`src/rtl/ram_bist_ctrl.sv`:
```
// March BIST initiator for a single DPRAM port.
// Sequence: W0(P) up, R0(P)/W1(~P) up, R1(~P) down, then drain the compare pipe.
module ram_bist_ctrl #(
    parameter int Data_Width = 8,
    parameter int RAM_Depth = 16,
    parameter int RD_LAT = 1,
    parameter logic [Data_Width-1:0] PATTERN = 8'hA5,
    localparam int AW = $clog2(RAM_Depth)
) (
    input  logic                  clk,
    input  logic                  rst,
    input  logic                  start,
    output logic                  busy,
    output logic                  done,
    output logic                  fail,
    output logic [AW-1:0]         fail_addr,
    output logic [Data_Width-1:0] fail_data,
    output logic                  cs,
    output logic                  oe,
    output logic                  wr_en,
    output logic [AW-1:0]         addr,
    output logic [Data_Width-1:0] data_in,
    input  logic [Data_Width-1:0] data_out
);
    localparam int DW = Data_Width;
    localparam int CW = (RD_LAT > 1) ? $clog2(RD_LAT) : 1;
    localparam logic [AW-1:0] LAST = AW'(RAM_Depth - 1);

    typedef enum logic [2:0] {
        S_IDLE, S_W0, S_R0W1, S_R1, S_DRAIN, S_DONE
    } state_t;

    state_t          state_q, state_d;
    logic [AW-1:0]   cnt_q, cnt_d;
    logic            ph_q, ph_d;
    logic [CW-1:0]   dr_q, dr_d;
    logic            busy_q, busy_d, done_q, done_d;
    logic            cs_q, cs_d, oe_q, oe_d, we_q, we_d;
    logic [AW-1:0]   addr_q, addr_d;
    logic [DW-1:0]   din_q, din_d, exp_q, exp_d;
    logic            fail_q, fail_d;
    logic [AW-1:0]   fa_q, fa_d;
    logic [DW-1:0]   fd_q, fd_d;
    logic [RD_LAT-1:0] pv_q;
    logic [AW-1:0]   pa_q [RD_LAT];
    logic [DW-1:0]   pe_q [RD_LAT];

    always_comb begin
        state_d = state_q;
        cnt_d   = cnt_q;
        ph_d    = ph_q;
        dr_d    = dr_q;
        fail_d  = fail_q;
        fa_d    = fa_q;
        fd_d    = fd_q;
        unique case (state_q)
            S_IDLE: begin
                if (start) begin
                    state_d = S_W0;
                    cnt_d   = '0;
                end
            end
            S_W0: begin
                if (cnt_q == LAST) begin
                    state_d = S_R0W1;
                    cnt_d   = '0;
                    ph_d    = 1'b0;
                end else begin
                    cnt_d = cnt_q + AW'(1);
                end
            end
            // ph_q=0 is the read slot, ph_q=1 the write slot of one address
            S_R0W1: begin
                ph_d = ~ph_q;
                if (ph_q) begin
                    if (cnt_q == LAST) begin
                        state_d = S_R1;
                        cnt_d   = LAST;
                    end else begin
                        cnt_d = cnt_q + AW'(1);
                    end
                end
            end
            S_R1: begin
                if (cnt_q == '0) begin
                    state_d = S_DRAIN;
                    dr_d    = '0;
                end else begin
                    cnt_d = cnt_q - AW'(1);
                end
            end
            S_DRAIN: begin
                if (dr_q == CW'(RD_LAT - 1)) state_d = S_DONE;
                else dr_d = dr_q + CW'(1);
            end
            S_DONE: begin
                state_d = S_IDLE;
                cnt_d   = '0;
            end
            default: state_d = S_IDLE;
        endcase

        if (pv_q[RD_LAT-1] && (data_out != pe_q[RD_LAT-1]) && !fail_q) begin
            fail_d = 1'b1;
            fa_d   = pa_q[RD_LAT-1];
            fd_d   = data_out;
        end
        if (state_q == S_IDLE && start) begin
            fail_d = 1'b0;
            fa_d   = '0;
            fd_d   = '0;
        end

        // Bus outputs are decoded from the next state so they leave flops
        busy_d = (state_d == S_W0) || (state_d == S_R0W1) ||
                 (state_d == S_R1) || (state_d == S_DRAIN);
        done_d = (state_d == S_DONE);
        cs_d   = (state_d == S_W0) || (state_d == S_R0W1) || (state_d == S_R1);
        we_d   = (state_d == S_W0) || ((state_d == S_R0W1) && ph_d);
        oe_d   = ((state_d == S_R0W1) && !ph_d) || (state_d == S_R1);
        addr_d = cs_d ? cnt_d : '0;
        din_d  = '0;
        if (state_d == S_W0) din_d = PATTERN;
        else if ((state_d == S_R0W1) && ph_d) din_d = ~PATTERN;
        exp_d  = (state_d == S_R1) ? ~PATTERN : PATTERN;
    end

    always_ff @(posedge clk) begin
        if (rst) begin
            state_q <= S_IDLE;
            cnt_q   <= '0;
            ph_q    <= 1'b0;
            dr_q    <= '0;
            busy_q  <= 1'b0;
            done_q  <= 1'b0;
            cs_q    <= 1'b0;
            oe_q    <= 1'b0;
            we_q    <= 1'b0;
            addr_q  <= '0;
            din_q   <= '0;
            exp_q   <= '0;
            fail_q  <= 1'b0;
            fa_q    <= '0;
            fd_q    <= '0;
            pv_q    <= '0;
            for (int i = 0; i < RD_LAT; i++) begin
                pa_q[i] <= '0;
                pe_q[i] <= '0;
            end
        end else begin
            state_q <= state_d;
            cnt_q   <= cnt_d;
            ph_q    <= ph_d;
            dr_q    <= dr_d;
            busy_q  <= busy_d;
            done_q  <= done_d;
            cs_q    <= cs_d;
            oe_q    <= oe_d;
            we_q    <= we_d;
            addr_q  <= addr_d;
            din_q   <= din_d;
            exp_q   <= exp_d;
            fail_q  <= fail_d;
            fa_q    <= fa_d;
            fd_q    <= fd_d;
            pv_q[0] <= oe_q;
            pa_q[0] <= addr_q;
            pe_q[0] <= exp_q;
            for (int i = 1; i < RD_LAT; i++) begin
                pv_q[i] <= pv_q[i-1];
                pa_q[i] <= pa_q[i-1];
                pe_q[i] <= pe_q[i-1];
            end
        end
    end

    assign busy      = busy_q;
    assign done      = done_q;
    assign fail      = fail_q;
    assign fail_addr = fa_q;
    assign fail_data = fd_q;
    assign cs        = cs_q;
    assign oe        = oe_q;
    assign wr_en     = we_q;
    assign addr      = addr_q;
    assign data_in   = din_q;
endmodule

```
`config.mk`:
```
export PLATFORM = sky130hd
export DESIGN_NAME = ram_bist_ctrl
export DESIGN_NICKNAME = d
export VERILOG_FILES = /design/src/rtl/ram_bist_ctrl.sv
export SDC_FILE = /design/constraint.sdc
export NUM_CORES = 1
export LEC_CHECK = 0
export ABC_CLOCK_PERIOD_IN_PS = 3400
export CAP_MARGIN = 40
export CORE_ASPECT_RATIO = 0.7
export CORE_MARGIN = 3
export CORE_UTILIZATION = 25
export CTS_BUF_LIST = sky130_fd_sc_hd__clkbuf_4
export CTS_CLUSTER_DIAMETER = 80
export DETAILED_ROUTE_END_ITERATION = 8
export PLACE_DENSITY = 0.5
export SLEW_MARGIN = 5
export SYNTH_ARGS = -nofsm -noshare
export SYNTH_HDL_FRONTEND = slang
export SYNTH_SLANG_ARGS = --single-unit
```
`constraint.sdc`:
```
create_clock -name clk -period 3.4 [get_ports clk]
set_clock_uncertainty 0.2 [all_clocks]
set_input_delay 0.68 -clock clk [delete_from_list [all_inputs] [get_ports clk]]
set_output_delay 0.68 -clock clk [all_outputs]
set_load 0.02 [all_outputs]
```
# --- Word-level counts from Yosys, hierarchy flattened ---
# Memories as Yosys holds them, arrays and structs flattened. A register that Yosys moved wholly into a read port is not among the register bits.
# Cells that the tools add are included.
op_classes:
  n_mul: 0
  add_sub_neg: 3
  bitwise: 2
  shift: 0
  div_mod_pow: 0
  mux: 28
  eq_ne: 13
  n_lt_le_gt_ge: 0
  reduce_logical: 21
op_table:
  columns: ["cell", "n"]
  rows:
  - ["4-bit 2-to-1 mux", 6]
  - ["8-bit 2-to-1 mux", 3]
  - ["4-bit case mux with 5 select lines", 1]
  - ["3-bit 2-to-1 mux", 6]
  - ["3-bit case mux with 5 select lines", 1]
  - ["3-bit by 2-bit equality test with 1-bit output, second input constant", 4]
  - ["3-bit equality test, second input constant", 4]
  - ["1-bit 2-to-1 mux", 8]
  - ["8-bit != test", 1]
  - ["8-bit OR reduction", 1]
  - ["7-bit 2-to-1 mux", 1]
  - ["3-bit by 1-bit equality test with 1-bit output, second input constant", 2]
  - ["2-bit OR reduction", 3]
  - ["1-bit logical AND", 5]
  - ["1-bit logical OR", 5]
  - ["4-bit by 1-bit adder with 4-bit output, second input constant", 1]
  - ["4-bit equality test, second input constant", 1]
  - ["4-bit logical NOT", 1]
  - ["1-bit case mux with 2 select lines", 2]
  - ["4-bit OR reduction", 1]
  - ["4-bit by 1-bit subtractor with 4-bit output, second input constant", 1]
  - ["3-bit logical NOT", 1]
  - ["1-bit logical NOT", 2]
  - ["2-bit != test, second input constant", 1]
  - ["other kinds (4)", 5]
totals:
  reg_bits: 44
  mem_count: 2
  latch_bits: 0
  out_inout_bits: 30
  ramBits: 12
  in_bits: 11
  elab_cells: 85
  rom_bits: 0
memory_table:
  columns: ["memory", "depth", "width", "read_ports", "rd_ports_with_merged_regs", "wr", "line", "text"]
  rows:
  - ["pe_q", 1, 8, 1, 0, 1, "46", "logic [DW-1:0] pe_q [RD_LAT];"]
  - ["pa_q", 1, 4, 1, 1, 1, "45", "logic [AW-1:0] pa_q [RD_LAT];"]

# --- Depth between registers and ports, before layout ---
# Gate-level depths: netlist of run 1.
logic_depth:
  depth_word: 9
  depth_mapped: 7
  mapped_depth_nobuf: 7

# --- Worst setup path after synthesis of run 1 ---
# No wires, ideal clock.
synth_path:
  kind: "input -> register"
  startpoint: "input data_out[7]"
  endpoint: "register fa_q[0] (netlist: fail_addr[0]), read port of pa_q"
  arrival_ps: 1836
  setup_time_ps: 128
  path_stages: 6
  required_time_ps: 3072
  slack_ps: 1236
  n_path_buf: 1
  path_cell_list: "or4_1 -> mux2i_2 -> a21oi_2 -> buf_6 -> mux2i_1 -> nor2_1"
synth_via:
  elab_chain_cells: 3
synth_rtl:
  columns: ["item", "line", "text"]
  rows:
  - ["from (decl)", "23", "input logic [Data_Width-1:0] data_out"]
  - ["8-bit != test", "103", "if (pv_q[RD_LAT-1] && (data_out != pe_q[RD_LAT-1]) && !fail_q) begin"]
  - ["1-bit logical AND (2 in series)", "103", null]
  - ["to (decl)", "42", "logic [AW-1:0] fa_q, fa_d;"]
# No other way between the ends.
# A chain may end at the register's enable or synchronous reset.

# --- Worst setup path in the final report of run 1 ---
layout_path:
  startpoint: "input data_out[4]"
  endpoint: "register fd_q[4] (netlist: fail_data[4])"
layout_via:
  elab_chain_cells: 3
layout_rtl:
  columns: ["item", "line", "text"]
  rows:
  - ["8-bit != test", "103", null]
  - ["1-bit logical AND (2 in series)", "103", null]
  - ["to (signal assigned)", "144", "fd_q <= '0;"]
  - ["to (signal assigned)", "165", "fd_q <= fd_d;"]
  - ["to (decl)", "43", "logic [DW-1:0] fd_q, fd_d;"]
# Parallel ways exist; a longest one is shown, timed or not.

==> metrics.csv, run 1 <==
metric,value,unit
Post-Layout Cell Count,325,
cells along the critical path,clkdlybuf4s50_1 -> or4_1 -> mux2i_1 -> a21oi_2 -> buf_6 -> mux2i_1 -> nor2_1,
Tmin final,2.421,ns
RSZ-0062 raised after global routing,no,
Total GRT Usage,9.665,%
post-synth top area share,45.21,%
FF-to-FF path depth,7,
# fillers,731,
critical path class,in -> reg,
HP Class,reg -> reg,
remaining antenna violation count after routing,0,
Layout area overhead,29.15,%
Rel. slew slack,53.25,%
Worst-Margin Slew,0.7003,ns
dpl cells,317,
I/O pin count,41,
fraction of layout cells with a size suffix above 1,8.658,%
global-route wire length before repair,6.430,mm
clock sinks,41,
Syn Nets,211,
met3 Use GR,3.616,%
Detailed Route Iter0 Violations,78,
CTS tree,yes,
Mean Syn Cell Area,9.169,sq um
synth cell count leaders,"dfxtp_1, nor2_1, mux2i_1, nor2b_1, nor3_1",
clk_lat worst skew,0.33,ns
Layout Nets,243,
Comb power frac,11.9,%
diodes inserted,0,
vias,1462,
hold_buf cts,0,
die span in x,107.9,um
DRC,0,
CTS root buf,clkbuf_4,
depth of the worst hold-timing path,1,
final instance area,0.002345,sq mm
CTS HTree Levels,2,
Num CTS Buffers,5,
internal power,0.7801,mW
reg2reg start,cnt_q[0]$_SDFF_PP0_,
post-DR wirelength/cell,11.82,um
Core Box Area,0.006882,sq mm
Placement Cell Area,0.002242,sq mm
switching share of power,22.69,%
P_leak,0.8269,nW
crit-path max FO,7,
top-count cell post-synth,dfxtp_1,
crit path launch,data_out[4],
Worst EP arrival,2.45,ns
post-cts gate resize count,0,
"Hold Vio Cnt, Final",0,
WP data required,3.43,ns
Clock Pin Slew Worst Setup and Hold Paths,0.11,ns
Critical Path Max Stage Delay,0.53,ns
routing usage on met2,12.66,%
Synth Flop Type,dfxtp_1,
Syn Inst Count,198,
period utilisation layout,71.21,%
cell taking the most area after synthesis,dfxtp_1,
Flop pwr share,50.4,%
Synth area leaders,"dfxtp_1, mux2i_1, nor2_1, nor2b_1, buf_4",
NetSw,0.2290,mW
drt via density,4.498,
"Slowest-stage cell, CP",or4_1,
IO Port Bufs,40,
GR Overflow Total,0,
status,"finished, final reports clean",
M1 GR Usage,14.64,%
GR peak layer,met1,
critical path depth,7,
setup TNS,0,ns
Power Density,430.4,mW/mm^2
"Seq/Total Area, Yosys",45.21,%
height of the die,77.30,um
pin count of the biggest net entering global routing,22,
count of final setup violators,0,
Worst setup SP type,primary input,
Critical R2R Capture,wr_en$_SDFF_PP0_,
most used cell along the critical path,mux2i_1,
synthesized area,0.001815,sq mm
Ys Warns,0,
GP Congestion,0.8599,
CP Capture Type,flop,
register bit count reported by yosys,41,
initial antenna violation count,0,
row count,25,
Clock Path Buffers,2,
Peak Freq,413.0,MHz
clock power share,37.6,%
max cap viols,0,
vias in the first global route,1334,
R2R setup slack,1.17,ns
initial core utilization,26.38,%
Post-Route WL,3.842,mm
hpwl dp,2.921,mm
Die ar.,0.008337,sq mm
CP Buf/Inv Count,2,
Worst setup endpoint,fail_data[4]$_SDFFE_PP0P_,
peak supply drop,0.2576,mV
max-slew violation count,0,
total iterations of the first detailed-routing run,5,
Worst path top cell family by delay,buffers and inverters,
Async SR Flop Fraction,0,%
Netlist cell types,46,
Post-synth EDFFs,0,
Post-CTS Setup Inserts,0,
power groups by stage:
stage	sequential, mW	combinational [mW]	clock (mW)
after detailed placement	0.520	0.121	0
after global placement	0.521	0.122	0
final	0.509	0.120	0.380
after global routing	0.512	0.133	0.416
after CTS	0.509	0.121	0.394
after floorplan	0.523	0.0729	0
layout by cell type (no fill, tap or decap), types with 2 or more instances in the layout:
cell              n
nor4_1            3
nand2b_1          3
a21oi_1           8
nor2_1           29
clkdlybuf4s50_1  40
clkbuf_4          5
nor3_2            2
or4_1             2
o21ai_0           8
a211o_1           2
mux2i_1          13
o21a_1            2
dfxtp_1          41
ha_1              2
nand3_1           5
inv_1             8
nand4_1           3
nand2_1           8
nor2b_1           9
bufinv_16         2
nor3_1            9
state kept, by name (all words and copies together), names as in the netlist, 2 cells and up:
signal / count
fail_data: 8
addr: 4
cnt_q: 4
fail_addr: 4
pa_q: 4
state_q: 3
data_in: 2
exp_q: 2
pe_q: 2
worst min path at each step:
stage,start,to,slack [ns]
floorplan,exp_q[5]$_SDFF_PP0_,pe_q[0][5]$_SDFF_PP0_,0.21
global placement,exp_q[6]$_SDFF_PP0_,pe_q[0][6]$_SDFF_PP0_,0.22
detailed placement,exp_q[6]$_SDFF_PP0_,pe_q[0][6]$_SDFF_PP0_,0.23
CTS,exp_q[6]$_SDFF_PP0_,pe_q[0][6]$_SDFF_PP0_,0.26
global route,exp_q[6]$_SDFF_PP0_,pe_q[0][6]$_SDFF_PP0_,0.26
finish,exp_q[5]$_SDFF_PP0_,pe_q[0][5]$_SDFF_PP0_,0.25
layout make-up:
type	instances	area, sq um	share of cell area [%]
well taps	94	117.6	5.016
clock inverters	3	65.06	2.775
inverters	8	30.03	1.281
multi-input cells	132	854.6	36.45
clock buffers	5	37.54	1.601
flip-flops and latches	41	820.8	35.01
repair buffers	42	419.2	17.88
stage by stage:
stage	hold slack, ns	power [mW]	worst slack (ns)	util [%]
2_1_floorplan	0.2138	0.5957	1.236	-
3_3_place_gp	0.2200	0.6427	0.6130	32.42
3_5_place_dp	0.2284	0.6406	0.6067	32.58
4_1_cts	0.2571	1.025	0.9848	34.07
5_1_grt	0.2645	1.061	0.9324	34.07
6_report	0.2523	1.009	0.9788	34.07
metal layers:
metal  wire length [um]  part of all wire (%)
met1               2020                    53
met2               1514                    39
met3                297                   7.7
met4                 10                  0.26
met5                  0                     0
logic make-up (layout without fill, tap and decap cells):
group	Yosys count	in the layout	share of synthesized area, %
fa+ha+maj	2	2	1.378
buf+inv	25	58	7.719
xor+xnor	1	1	0.4825
flops	41	41	45.21
mux	15	15	8.545
simple gates	83	83	25.43
compound gates	31	31	11.23
Note: power is estimated with default switching activity, not from simulation.
==> run 2, diff against run 1 <==
Settings changed: ABC_CLOCK_PERIOD_IN_PS 3400 to 2450.
Clock period 3.4 ns to 2.45 ns, I/O delays scaled along.
==> run 2 against run 1 <==
Effect of this change: utilization rose by 0.33 points; first-iteration DRC count fell by 19%; critical path depth did not move; critical path type unchanged; hold slack barely moved; die area did not move; register-to-register slack got worse by 0.91 ns; highest routed layer unchanged; combinational power rose by 48%; flip-flop and latch count did not move; sequential share of layout area fell by 0.33 points; design area rose by 0.96%; total power rose by 18%; clock power fell by 19%.
==> metrics.csv, run 2 (synthesis results as in run 1) <==
metric,value,unit,change
clk_lat worst skew,0.33,ns,about the same
Top Metal Used,met4,,
max reg flops,8,,unchanged
period utilisation layout,92.53,%,
max-slew violation count,0,,unchanged
Power Density,503.3,mW/mm^2,+17%
Critical R2R Capture,wr_en$_SDFF_PP0_,,
crit path launch,data_out[4],,
reg2reg start,cnt_q[1]$_SDFF_PP0_,,
Rel. slew slack,63.96,%,+11 points
WP data required,2.47,ns,-0.96 ns
vias,1490,,+1.9%
I/O pin count,41,,unchanged
total iterations of the first detailed-routing run,4,,-1
global-route wire length before repair,6.679,mm,+3.9%
Core Box Area,0.006882,sq mm,unchanged
critical path class,in -> reg,,
Post-Layout Cell Count,335,,+3.1%
drt via density,4.448,,-1.1%
crit-path max FO,7,,unchanged
R2R setup slack,0.26,ns,-0.91 ns
Layout Nets,253,,+4.1%
peak supply drop,0.3544,mV,+38%
initial antenna violation count,0,,unchanged
post-DR wirelength/cell,11.95,um,+1.1%
CTS tree,yes,,
Peak Freq,441.1,MHz,
Layout area overhead,30.39,%,
hold_buf cts,0,,unchanged
"Hold Vio Cnt, Final",0,,unchanged
post-cts gate resize count,0,,unchanged
Worst setup endpoint,fail_data[4]$_SDFFE_PP0P_,,
GP Congestion,0.8332,,-3.1%
Clock Pin Slew Worst Setup and Hold Paths,0.12,ns,about the same
max cap viols,0,,unchanged
Worst setup SP type,primary input,,
die span in x,107.9,um,unchanged
P_leak,0.8520,nW,+3.0%
DRC,0,,unchanged
diodes inserted,0,,unchanged
hpwl dp,3.038,mm,+4.0%
HP Class,reg -> reg,,
dpl cells,327,,+3.2%
fraction of layout cells with a size suffix above 1,11.62,%,+3.0 points
Metal-1 WL,2.177,mm,+7.8%
remaining antenna violation count after routing,0,,unchanged
Post-CTS Setup Inserts,0,,unchanged
count of final setup violators,0,,unchanged
status,"finished, final reports clean",,
Clock Path Buffers,2,,unchanged
Die ar.,0.008337,sq mm,unchanged
FF-to-FF path depth,6,,-1
GR Overflow Total,0,,unchanged
Worst EP arrival,2.29,ns,-0.16 ns
row count,25,,unchanged
IO Port Bufs,40,,unchanged
# fillers,727,,-0.55%
Post-Route WL,4.002,mm,+4.2%
CTS HTree Levels,2,,unchanged
pin count of the biggest net entering global routing,14,,-36%
Detailed Route Iter0 Violations,63,,-19%
Num CTS Buffers,5,,unchanged
Worst-Margin Slew,0.5364,ns,-0.1639 ns
final instance area,0.002367,sq mm,+0.96%
met3 routed wirelength,269,um,-9.4%
clock sinks,41,,unchanged
initial core utilization,26.38,%,unchanged
vias in the first global route,1368,,+2.5%
setup TNS,0,ns,unchanged
met2 routed WL,1.551,mm,+2.4%
WHS,0.2519,ns,-0.0004140 ns
CTS root buf,clkbuf_4,,
"commonest non-fill, non-tap cell in the layout",dfxtp_1,,
RSZ-0062 raised after global routing,no,,
height of the die,77.30,um,unchanged
"commonest cells after routing, fill and taps aside","dfxtp_1, clkdlybuf4s50_1, nor2_1, mux2i_1, buf_4",,
CP Capture Type,flop,,
Placement Cell Area,0.002317,sq mm,+3.3%
Tmin final,2.267,ns,
Total GRT Usage,9.984,%,+0.32 points
[run 2: layout make-up]
cell class / instances / area, sq um / area share (%)
clock buffers: 5 / 37.54 / 1.586
clock inverters: 3 / 12.51 / 0.5285
inverters: 8 / 30.03 / 1.268
multi-input cells: 132 / 854.6 / 36.10
flip-flops and latches: 41 / 820.8 / 34.67
well taps: 94 / 117.6 / 4.968
repair buffers: 52 / 494.2 / 20.88
[run 2: worst min-delay path by stage]
stage,startpoint,end,slack (ns),cells past startpoint
2_1_floorplan,exp_q[5]$_SDFF_PP0_,pe_q[0][5]$_SDFF_PP0_,0.21,1
3_3_place_gp,exp_q[5]$_SDFF_PP0_,pe_q[0][5]$_SDFF_PP0_,0.22,1
3_5_place_dp,exp_q[6]$_SDFF_PP0_,pe_q[0][6]$_SDFF_PP0_,0.23,1
4_1_cts,exp_q[5]$_SDFF_PP0_,pe_q[0][5]$_SDFF_PP0_,0.25,1
5_1_grt,exp_q[6]$_SDFF_PP0_,pe_q[0][6]$_SDFF_PP0_,0.27,1
6_report,exp_q[5]$_SDFF_PP0_,pe_q[0][5]$_SDFF_PP0_,0.25,1
[run 2: worst max-delay path: stages]
cell             delay, ns
clkdlybuf4s50_1       0.44
or4_1                 0.52
mux2i_1               0.24
a21oi_2               0.20
buf_6                 0.19
mux2i_1               0.15
nor2_1                0.06
[run 2: through the flow]
stage / power (mW) / util [%] / setup slack, ns
2_1_floorplan: 0.8267 / - / 0.4762
3_3_place_gp: 0.9007 / 33.51 / -0.1557
3_5_place_dp: 0.8994 / 33.67 / -0.1626
4_1_cts: 1.209 / 34.40 / 0.1988
5_1_grt: 1.257 / 34.40 / 0.04529
6_report: 1.192 / 34.40 / 0.1830
[run 2: power breakdown]
part | switching [mW] | internal (mW) | leakage, nW
registers | 0.0186 | 0.686 | 0.333
logic | 0.0901 | 0.0880 | 0.489
clock network | 0.205 | 0.104 | 0.0300
total | 0.314 | 0.878 | 0.852
[run 2: per-layer routing]
metal / up-vias / track usage [%]
met1: 679 / 14.76
met2: 47 / 13.96
met3: 2 / 3.616
met4: 0 / 1.639
li1: 762 / -
met5: - / 0
==> run 3, diff against run 2 <==
Settings changed: CAP_MARGIN 40 to default.
==> run 3 against run 2 <==
Effect of this change: clock power grew 37%; routed wire length grew 1.8%; die area is the same; global-route usage grew 0.37 points; total power grew 9.8%; largest cell class unchanged.
==> metrics.csv, run 3 (synthesis results as in run 1) <==
metric,value,unit,change
GR Overflow Total,0,,unchanged
RSZ-0062 raised after global routing,no,,
period utilisation layout,90.80,%,-1.7 points
IO Port Bufs,40,,unchanged
Peak Freq,449.5,MHz,+1.9%
Worst setup SP type,flop,,
CP Buf/Inv Count,1,,-1
total iterations of the first detailed-routing run,5,,+1
"Hold Vio Cnt, Final",0,,unchanged
Core Box Area,0.006882,sq mm,unchanged
critical path class,reg -> reg,,
diodes inserted,0,,unchanged
post-cts gate resize count,0,,unchanged
I/O pin count,41,,unchanged
Metal-1 WL,2.174,mm,-0.14%
Clock Pin Slew Worst Setup and Hold Paths,0.13,ns,about the same
hold_buf cts,0,,unchanged
CTS root buf,clkbuf_4,,
clock sinks,41,,unchanged
Post-CTS Setup Inserts,0,,unchanged
met2 routed WL,1.596,mm,+2.9%
max reg flops,8,,unchanged
max cap viols,0,,unchanged
Rel. slew slack,41.46,%,-23 points
Power Density,549.9,mW/mm^2,+9.2%
most used cell along the critical path,nor3_2,,
global-route wire length before repair,6.886,mm,+3.1%
reg2reg start,cnt_q[1]$_SDFF_PP0_,,
Top Metal Used,met4,,
R2R setup slack,0.23,ns,-0.03 ns
Critical Path Max Stage Delay,0.49,ns,-0.03 ns
Hold Path Sink,pe_q[0][6]$_SDFF_PP0_,,
pin count of the biggest net entering global routing,14,,unchanged
max-slew violation count,0,,unchanged
count of final setup violators,0,,unchanged
P_leak,0.8569,nW,+0.57%
Worst-Margin Slew,0.8781,ns,+0.3417 ns
status,"finished, final reports clean",,
hpwl dp,3.070,mm,+1.1%
crit-path max FO,8,,+1
depth of the worst hold-timing path,1,,unchanged
Worst EP arrival,2.26,ns,-0.03 ns
WHS,0.2559,ns,+0.003983 ns
post-DR wirelength/cell,12.23,um,+2.4%
cells along the critical path,inv_1 -> ha_1 -> nor3b_4 -> nor3_2 -> nor4_4 -> nor3_2 -> or2_1,,
Layout Nets,252,,-0.40%
GP Congestion,0.8332,,unchanged
CTS HTree Levels,2,,unchanged
peak supply drop,0.3008,mV,-15%
"commonest cells after routing, fill and taps aside","dfxtp_1, clkdlybuf4s50_1, nor2_1, mux2i_1, buf_4",,
vias in the first global route,1363,,-0.37%
"commonest non-fill, non-tap cell in the layout",dfxtp_1,,
die span in x,107.9,um,unchanged
CP Capture Type,flop,,
DRC,0,,unchanged
Critical R2R Capture,wr_en$_SDFF_PP0_,,
overall power,1.308,mW,+9.8%
Num CTS Buffers,5,,unchanged
remaining antenna violation count after routing,0,,unchanged
setup TNS,0,ns,unchanged
height of the die,77.30,um,unchanged
Layout area overhead,31.01,%,
HP Class,reg -> reg,,
fraction of layout cells with a size suffix above 1,11.72,%,+0.097 points
area of the multi-input gates,854.6,sq um,unchanged
FF+latch area,820.8,sq um,unchanged
initial core utilization,26.38,%,unchanged
clk_lat worst skew,0.35,ns,+0.02 ns
drt via density,4.435,,-0.28%
Worst path top cell family by delay,simple AND/OR/NAND/NOR gates,,
"Slowest-stage cell, CP",nor4_4,,
met3 routed wirelength,281,um,+4.5%
Clock Path Buffers,2,,unchanged
Total GRT Usage,10.35,%,+0.37 points
initial antenna violation count,0,,unchanged
Post-Route WL,4.074,mm,+1.8%
row count,25,,unchanged
# fillers,719,,-1.1%
worst hold start,exp_q[6]$_SDFF_PP0_,,
Tmin final,2.225,ns,-0.04244 ns
vias,1477,,-0.87%
Die ar.,0.008337,sq mm,unchanged
CTS tree,yes,,
Detailed Route Iter0 Violations,118,,+87%
WP data required,2.49,ns,+0.02 ns
FF-to-FF path depth,7,,+1
run 3: cell count changes in the layout (fill, tap and decap cells not counted):
| cell | previous run | this run |
|---|---|---|
| buf_6 | 1 | 0 |
| bufinv_16 | 0 | 1 |
| clkinv_1 | 2 | 0 |
run 3: routing by layer:
metal / track usage (%) / up-vias
met2: 14.58 / 41
met3: 3.701 / 5
met4: 2.270 / 0
met5: 0 / -
li1: - / 761
met1: 15.03 / 670
run 3: layout make-up:
cell class              instances  area share (%)
repair buffers                 51           20.31
multi-input cells             132           35.93
flip-flops and latches         41           34.51
clock buffers                   5           1.578
inverters                       8           1.262
well taps                      94           4.945
clock inverters                 2           1.473
run 3: through the flow:
step	cells	cell area [sq um]	utilization [%]	setup slack (ns)
2_1_floorplan	198	1815	-	0.4762
3_3_place_gp	326	2306	33.51	-0.1557
3_5_place_dp	326	2306	33.51	-0.1425
4_1_cts	333	2379	34.56	0.2035
5_1_grt	333	2379	34.56	0.06744
6_report	333	2379	34.56	0.2255
run 3: how the worst max path moves through the flow:
stage | start | end | cells after the start
floorplan | data_out[7] | fail_addr[0]$_SDFFE_PP0P_ | 6
global placement | data_out[0] | fail_data[1]$_SDFFE_PP0P_ | 6
detailed placement | data_out[5] | fail_data[4]$_SDFFE_PP0P_ | 6
CTS | cnt_q[1]$_SDFF_PP0_ | wr_en$_SDFF_PP0_ | 7
global route | cnt_q[1]$_SDFF_PP0_ | wr_en$_SDFF_PP0_ | 7
finish | cnt_q[1]$_SDFF_PP0_ | wr_en$_SDFF_PP0_ | 7
run 3: report_power, final:
group          total (mW)  switching (mW)  internal, mW  leakage, nW
Combinational       0.180          0.0921        0.0881        0.483
Clock               0.423           0.215         0.208       0.0410
Sequential          0.704          0.0182         0.686        0.333
Total                1.31           0.326         0.982        0.857
